[src/rtl/ultrasonic_echo_responder.sv]
// HC-SR04 sensor-side model: accepts a trigger pulse and returns an echo whose
// width encodes a programmed distance (last_cm * CYC_PER_CM, or a timeout width).
module ultrasonic_echo_responder #(
    parameter int TRIG_MIN_CYC = 500,
    parameter int BURST_CYC    = 10000,
    parameter int CYC_PER_CM   = 2900,
    parameter int MAX_CM       = 400,
    parameter int TIMEOUT_CYC  = 1900000,
    parameter int HOLDOFF_CYC  = 500000
) (
    input  logic       clk,
    input  logic       reset,
    input  logic       trigger,
    input  logic [8:0] distance_cm,
    output logic       echo,
    output logic       busy,
    output logic       done,
    output logic       trig_err,
    output logic [8:0] last_cm
);

    localparam int M1      = (TIMEOUT_CYC > HOLDOFF_CYC) ? TIMEOUT_CYC : HOLDOFF_CYC;
    localparam int M2      = (BURST_CYC > TRIG_MIN_CYC) ? BURST_CYC : TRIG_MIN_CYC;
    localparam int CNT_MAX = (M1 > M2) ? M1 : M2;
    localparam int CW      = $clog2(CNT_MAX + 1);
    localparam int SW      = (CYC_PER_CM > 1) ? $clog2(CYC_PER_CM) : 1;

    localparam logic [CW-1:0] TRIG_MIN   = CW'(TRIG_MIN_CYC);
    localparam logic [CW-1:0] BURST_LAST = CW'(BURST_CYC);
    localparam logic [CW-1:0] TO_LAST    = CW'(TIMEOUT_CYC - 1);
    localparam logic [CW-1:0] HO_LAST    = CW'(HOLDOFF_CYC - 1);
    localparam logic [SW-1:0] SUB_LAST   = SW'(CYC_PER_CM - 1);
    localparam logic [8:0]    MAX_D      = 9'(MAX_CM);

    typedef enum logic [2:0] {IDLE, TRIG_HI, BURST, ECHO, HOLDOFF} state_t;

    state_t        state, state_nxt;
    logic [CW-1:0] cnt, cnt_nxt;
    logic [SW-1:0] sub_cnt, sub_nxt;
    logic [8:0]    cm_cnt, cm_nxt;
    logic [8:0]    last_nxt;
    logic          echo_nxt, done_nxt, err_nxt;

    logic       trig_m, trig_s, trig_q;
    logic [1:0] primed;
    logic       need_low;
    logic       rise, fall, in_range;

    // need_low blocks a trigger that was already high when reset released:
    // the synchronizer must first show a genuine low before any rise counts.
    always_ff @(posedge clk or posedge reset) begin
        if (reset) begin
            trig_m   <= 1'b0;
            trig_s   <= 1'b0;
            trig_q   <= 1'b0;
            primed   <= 2'b00;
            need_low <= 1'b1;
        end else begin
            trig_m <= trigger;
            trig_s <= trig_m;
            trig_q <= trig_s;
            primed <= {primed[0], 1'b1};
            if (primed[1] && !trig_s)
                need_low <= 1'b0;
        end
    end

    assign rise     = trig_s & ~trig_q & ~need_low;
    assign fall     = ~trig_s & trig_q;
    assign in_range = (last_cm != 9'd0) && (last_cm <= MAX_D);
    assign busy     = (state == BURST) || (state == ECHO) || (state == HOLDOFF);

    always_ff @(posedge clk or posedge reset) begin
        if (reset) begin
            state    <= IDLE;
            cnt      <= '0;
            sub_cnt  <= '0;
            cm_cnt   <= '0;
            echo     <= 1'b0;
            done     <= 1'b0;
            trig_err <= 1'b0;
            last_cm  <= '0;
        end else begin
            state    <= state_nxt;
            cnt      <= cnt_nxt;
            sub_cnt  <= sub_nxt;
            cm_cnt   <= cm_nxt;
            echo     <= echo_nxt;
            done     <= done_nxt;
            trig_err <= err_nxt;
            last_cm  <= last_nxt;
        end
    end

    always_comb begin
        state_nxt = state;
        cnt_nxt   = cnt;
        sub_nxt   = sub_cnt;
        cm_nxt    = cm_cnt;
        echo_nxt  = echo;
        done_nxt  = 1'b0;
        err_nxt   = 1'b0;
        last_nxt  = last_cm;
        case (state)
            IDLE: begin
                if (rise) begin
                    state_nxt = TRIG_HI;
                    cnt_nxt   = CW'(1);
                end
            end
            TRIG_HI: begin
                if (fall) begin
                    cnt_nxt = '0;
                    if (cnt >= TRIG_MIN) begin
                        last_nxt  = distance_cm;
                        state_nxt = BURST;
                    end else begin
                        err_nxt   = 1'b1;
                        state_nxt = IDLE;
                    end
                end else if (trig_s && cnt < TRIG_MIN) begin
                    cnt_nxt = cnt + 1'b1;
                end
            end
            BURST: begin
                err_nxt = rise;
                if (cnt == BURST_LAST) begin
                    state_nxt = ECHO;
                    echo_nxt  = 1'b1;
                    cnt_nxt   = '0;
                    sub_nxt   = '0;
                    cm_nxt    = '0;
                end else begin
                    cnt_nxt = cnt + 1'b1;
                end
            end
            ECHO: begin
                err_nxt = rise;
                // (cm_cnt, sub_cnt) together count elapsed echo cycles in cm units
                if (in_range) begin
                    if (sub_cnt == SUB_LAST) begin
                        sub_nxt = '0;
                        if (cm_cnt == last_cm - 9'd1) begin
                            state_nxt = HOLDOFF;
                            echo_nxt  = 1'b0;
                            done_nxt  = 1'b1;
                            cm_nxt    = '0;
                            cnt_nxt   = '0;
                        end else begin
                            cm_nxt = cm_cnt + 9'd1;
                        end
                    end else begin
                        sub_nxt = sub_cnt + 1'b1;
                    end
                end else begin
                    if (cnt == TO_LAST) begin
                        state_nxt = HOLDOFF;
                        echo_nxt  = 1'b0;
                        done_nxt  = 1'b1;
                        cnt_nxt   = '0;
                    end else begin
                        cnt_nxt = cnt + 1'b1;
                    end
                end
            end
            HOLDOFF: begin
                err_nxt = rise;
                if (cnt == HO_LAST) begin
                    state_nxt = IDLE;
                    cnt_nxt   = '0;
                end else begin
                    cnt_nxt = cnt + 1'b1;
                end
            end
            default: begin
                state_nxt = IDLE;
                cnt_nxt   = '0;
                echo_nxt  = 1'b0;
            end
        endcase
    end

endmodule

[config.mk]
export PLATFORM = sky130hd
export DESIGN_NAME = ultrasonic_echo_responder
export DESIGN_NICKNAME = d
export VERILOG_FILES = /design/src/rtl/ultrasonic_echo_responder.sv
export SDC_FILE = /design/constraint.sdc
export NUM_CORES = 1
export LEC_CHECK = 0
export CAP_MARGIN = 10
export CORE_ASPECT_RATIO = 1.75
export CORE_UTILIZATION = 45
export DETAILED_ROUTE_END_ITERATION = 7
export PLACE_DENSITY = 0.6
export SYNTH_ARGS = -nofsm -noshare
export SYNTH_HDL_FRONTEND = slang
export SYNTH_SLANG_ARGS = --single-unit
export TNS_END_PERCENT = 1
[constraint.sdc]
create_clock -name clk -period 3.5 [get_ports clk]
set_input_delay 0.525 -clock clk [delete_from_list [all_inputs] [get_ports clk]]
set_output_delay 0.525 -clock clk [all_outputs]
set_load 0.02 [all_outputs]
==> results by group <==
Run status
  – Status: complete, but fails checks
  – Failing checks: DRC

Detailed routing
  – WL per Instance: 17.4 um
  – DRC Markers: 4
  – Vias: 3225
  – DRT Pass-1 Iters: 7
  – Iter 0 DRT Violations: about 220
  – Post-route ant nets: 0
  – Drt total wl: 9200 um
  – Via density: 6.10

Clock tree
  – TritonCTS clock tree: done
  – Reg clk slew, reported paths: 0.05 ns
  – CTS Hold Bufs: 0
  – Maximum clock path buffer count: 2
  – Post-CTS Setup Bufs: 0
  – PostCTS Resize Cnt: 0
  – Max H-tree Level: 3
  – Clock sinks: between 60 and 70
  – Cts bufs inserted: 9
  – Root buf cell: clkbuf_16
  – Worst-Skew Late Latency: 0.32 ns

Yosys
  – Yosys warnings: 0
  – Post-Syn Nets: approximately 430
  – Top cell type's share of synthesized area: 41.1%
  – Mux share of post-synthesis cell area: 3.25%
  – Synth Area in Compound Gates: 18.9%
  – Sequential share of the synthesized area: 41.8%
  – Mapped Cells: ~400
  – Largest family of logic cells by synthesized area: simple AND/OR/NAND/NOR gates
  – Post-synth top area cell: dfrtp_1
  – Synth unique cells: 60
  – Synth cell count leaders: dfrtp_1, nand2_1, o21ai_0
  – Synth Area in Simple Gates: 26.5%
  – Count leader, synth: dfrtp_1
  – Synth Register Bits: 63
  – Synth Flop Type: dfrtp_1
  – Mapped Area: roughly 3800 um2
  – XOR/XNOR Fraction of Synth Area: about 4.2%
  – Syn_area_per_cell: 9.16 um2
  – Post-synth ARST share: 100%
  – Synth area leaders: dfrtp_1, o21ai_0, nand2_1
  – Synth Area in Adders: under 10%
  – Post-synth EDFFs: 0

Setup path
  – CP Capture Type: register
  – Delay-heaviest family, CP: compound AO/OA/AOI/OAI gates
  – Top fanout value on the critical path: 18
  – Arr. time, crit path: 3.29 ns
  – Crit path buf inv count: 1
  – Startpoint Class: register
  – Worst setup path start: last_cm[0]
  – Slowest stage delay, CP: 0.52 ns
  – WS Path Type: reg2reg
  – CP max stage cell: a211o_1
  – Critical-path cell list: inv_1, ha_1, nor3b_1, nand2_1, o32ai_2, a211o_1, nand2b_1, nor3_1, a221o_1
  – Critical Path RT: 3.71 ns
  – Worst flop-to-flop path startpoint: last_cm[0]

Placement
  – Post-DP HPWL: 6780 um
  – Pre-CTS setup slack: approximately 0.44 ns
  – Port Buffers: 24
  – GPL Wtd Cong: 0.871

Global routing
  – Met1 usage: 26.9%
  – Initial antenna violation count: 0
  – GR Util met3: ~3.7%
  – GRT Overall Usage: around a quarter
  – Pin count of the biggest net entering global routing: 27
  – Vias in the first global route: 3207
  – Grt peak-use layer: met2
  – First-pass GRT wire length: 15900 um
  – Global-route met2 utilization: 42.7%
  – Gr ovfl total: 0

Timing
  – Final period util: approximately 88%
  – Worst Tran Pin Value: around 0.66 ns
  – Highest Clock Rate: ~0.32 GHz
  – Clock skew: 0.00575 ns
  – Final Hold Vio Count: 0
  – Final WS setup: 0.420 ns
  – Final setup violation count: 0
  – Max-slew headroom: 55.7%
  – Slew Limit Fails: 0
  – Fin crit period: between 3 and 4 ns
  – Fin Setup TNS: 0 ns
  – RSZ-0062 raised after global routing: no

Floorplan
  – Number of cell rows: 43
  – DIE WIDTH: between 70 and 80 um
  – Die H: roughly 120 um
  – Core area: 8020 um2
  – Die ar.: 8770 um2
  – Num ports: 25
  – Initial core utilization: a little under half

Final layout
  – Diode count: 0
  – Fraction of layout instances using a drive strength above 1: 11.2%
  – Layout area overhead: 15.9%
  – NumNets Final: about 450

Min path
  – Hold_sp: primed[0]
  – Worst hold path class: reg2reg

Run
  – # Max-Cap Violations: 0

Pwr
  – Max IR drop VDD: 0.000261 V
  – Leak Pwr: 1.82 nW
  – Power Dens Cells: 408 nW/um2
==> cells in the final DEF (no fill, tap or decap), drive strengths merged, types with 3 or more instances in the layout <==
master          n
dfrtp          62
nand2          39
o21ai          31
nor2           26
clkdlybuf4s50  24
nand3          24
and3           16
inv            14
a22o           13
nand2b         12
xnor2          12
nor4           12
a21oi          12
clkbuf         12
or2            11
mux2           10
nor3            7
o31ai           7
xor2            6
a211o           6
or4             5
or3             5
nor4b           5
nand4           5
ha              5
buf             5
nor2b           4
o2111ai         3
a21boi          3
nand4b          3
clkinv          3
a211oi          3
==> routing by layer <==
layer / vias to the layer above / share of wire (%)
met4: 0 / 1.8
met5: - / 0
met1: 1573 / 39
met2: 72 / 57
met3: 11 / 3.0
li1: 1569 / -
==> per-stage QoR <==
stage | cell area [um2] | hold slack, ns | total power, mW | std cells | util (%)
after global routing | 4370 | 0.360 | 1.86 | 529 | 54.5
after floorplan | 3770 | 0.331 | 0.869 | 412 | -
after detailed placement | 4080 | 0.346 | 0.927 | 513 | 50.9
final | 4370 | 0.352 | 1.79 | 529 | 54.5
after CTS | 4370 | 0.358 | 1.81 | 529 | 54.5
after global placement | 4080 | 0.333 | 0.925 | 513 | 50.9
==> power by group <==
group / internal, mW / leakage (nW) / total (mW) / switching [mW]
logic: 0.0590 / 0.832 / 0.145 / 0.0865
registers: 0.744 / 0.839 / 0.766 / 0.0228
clock network: 0.567 / 0.146 / 0.874 / 0.307
==> path summary, 6_finish.rpt <==
| check | to | slack [ns] | depth (start not counted) |
|---|---|---|---|
| min in group asynchronous | last_cm[6] | 0.57 | 2 |
| worst min-delay path | primed[1] | 0.35 | 0 |
| worst max register to register | cm_cnt[3] | 0.42 | 9 |
| worst min register to register | primed[1] | 0.35 | 0 |
| worst max-delay path | cm_cnt[3] | 0.42 | 9 |
| max in group asynchronous | need_low | 2.17 | 3 |
==> state kept, by name, summed over array words and instances (netlist names) <==
signal / cells
cnt: 21
sub_cnt: 12
cm_cnt: 9
last_cm: 9
state: 3
primed: 2
done: 1
echo: 1
need_low: 1
trig_err: 1
trig_m: 1
trig_q: 1
trig_s: 1
==> layout make-up <==
| cell class | instances | area, um2 |
|---|---|---|
| flip-flops and latches | 63 | 1580 |
| fillers | 705 | 3640 |
| well taps | 90 | 113 |
| clock inverters | 4 | 45.0 |
| repair buffers | 29 | 278 |
| multi-input cells | 317 | 2060 |
| clock buffers | 12 | 246 |
| inverters | 14 | 52.6 |
==> cells by family (layout without fill, tap and decap cells) <==
group / after synthesis / in the layout
flip-flops: 63 / 63
other: 1 / 1
AO/OA/AOI/OAI: 99 / 99
XOR/XNOR: 18 / 18
AND/OR/NAND/NOR: 183 / 183
multiplexers: 11 / 11
adder cells (fa/ha/maj): 5 / 5
buffers and inverters: 32 / 59
Power figures use the tool's default switching activity.
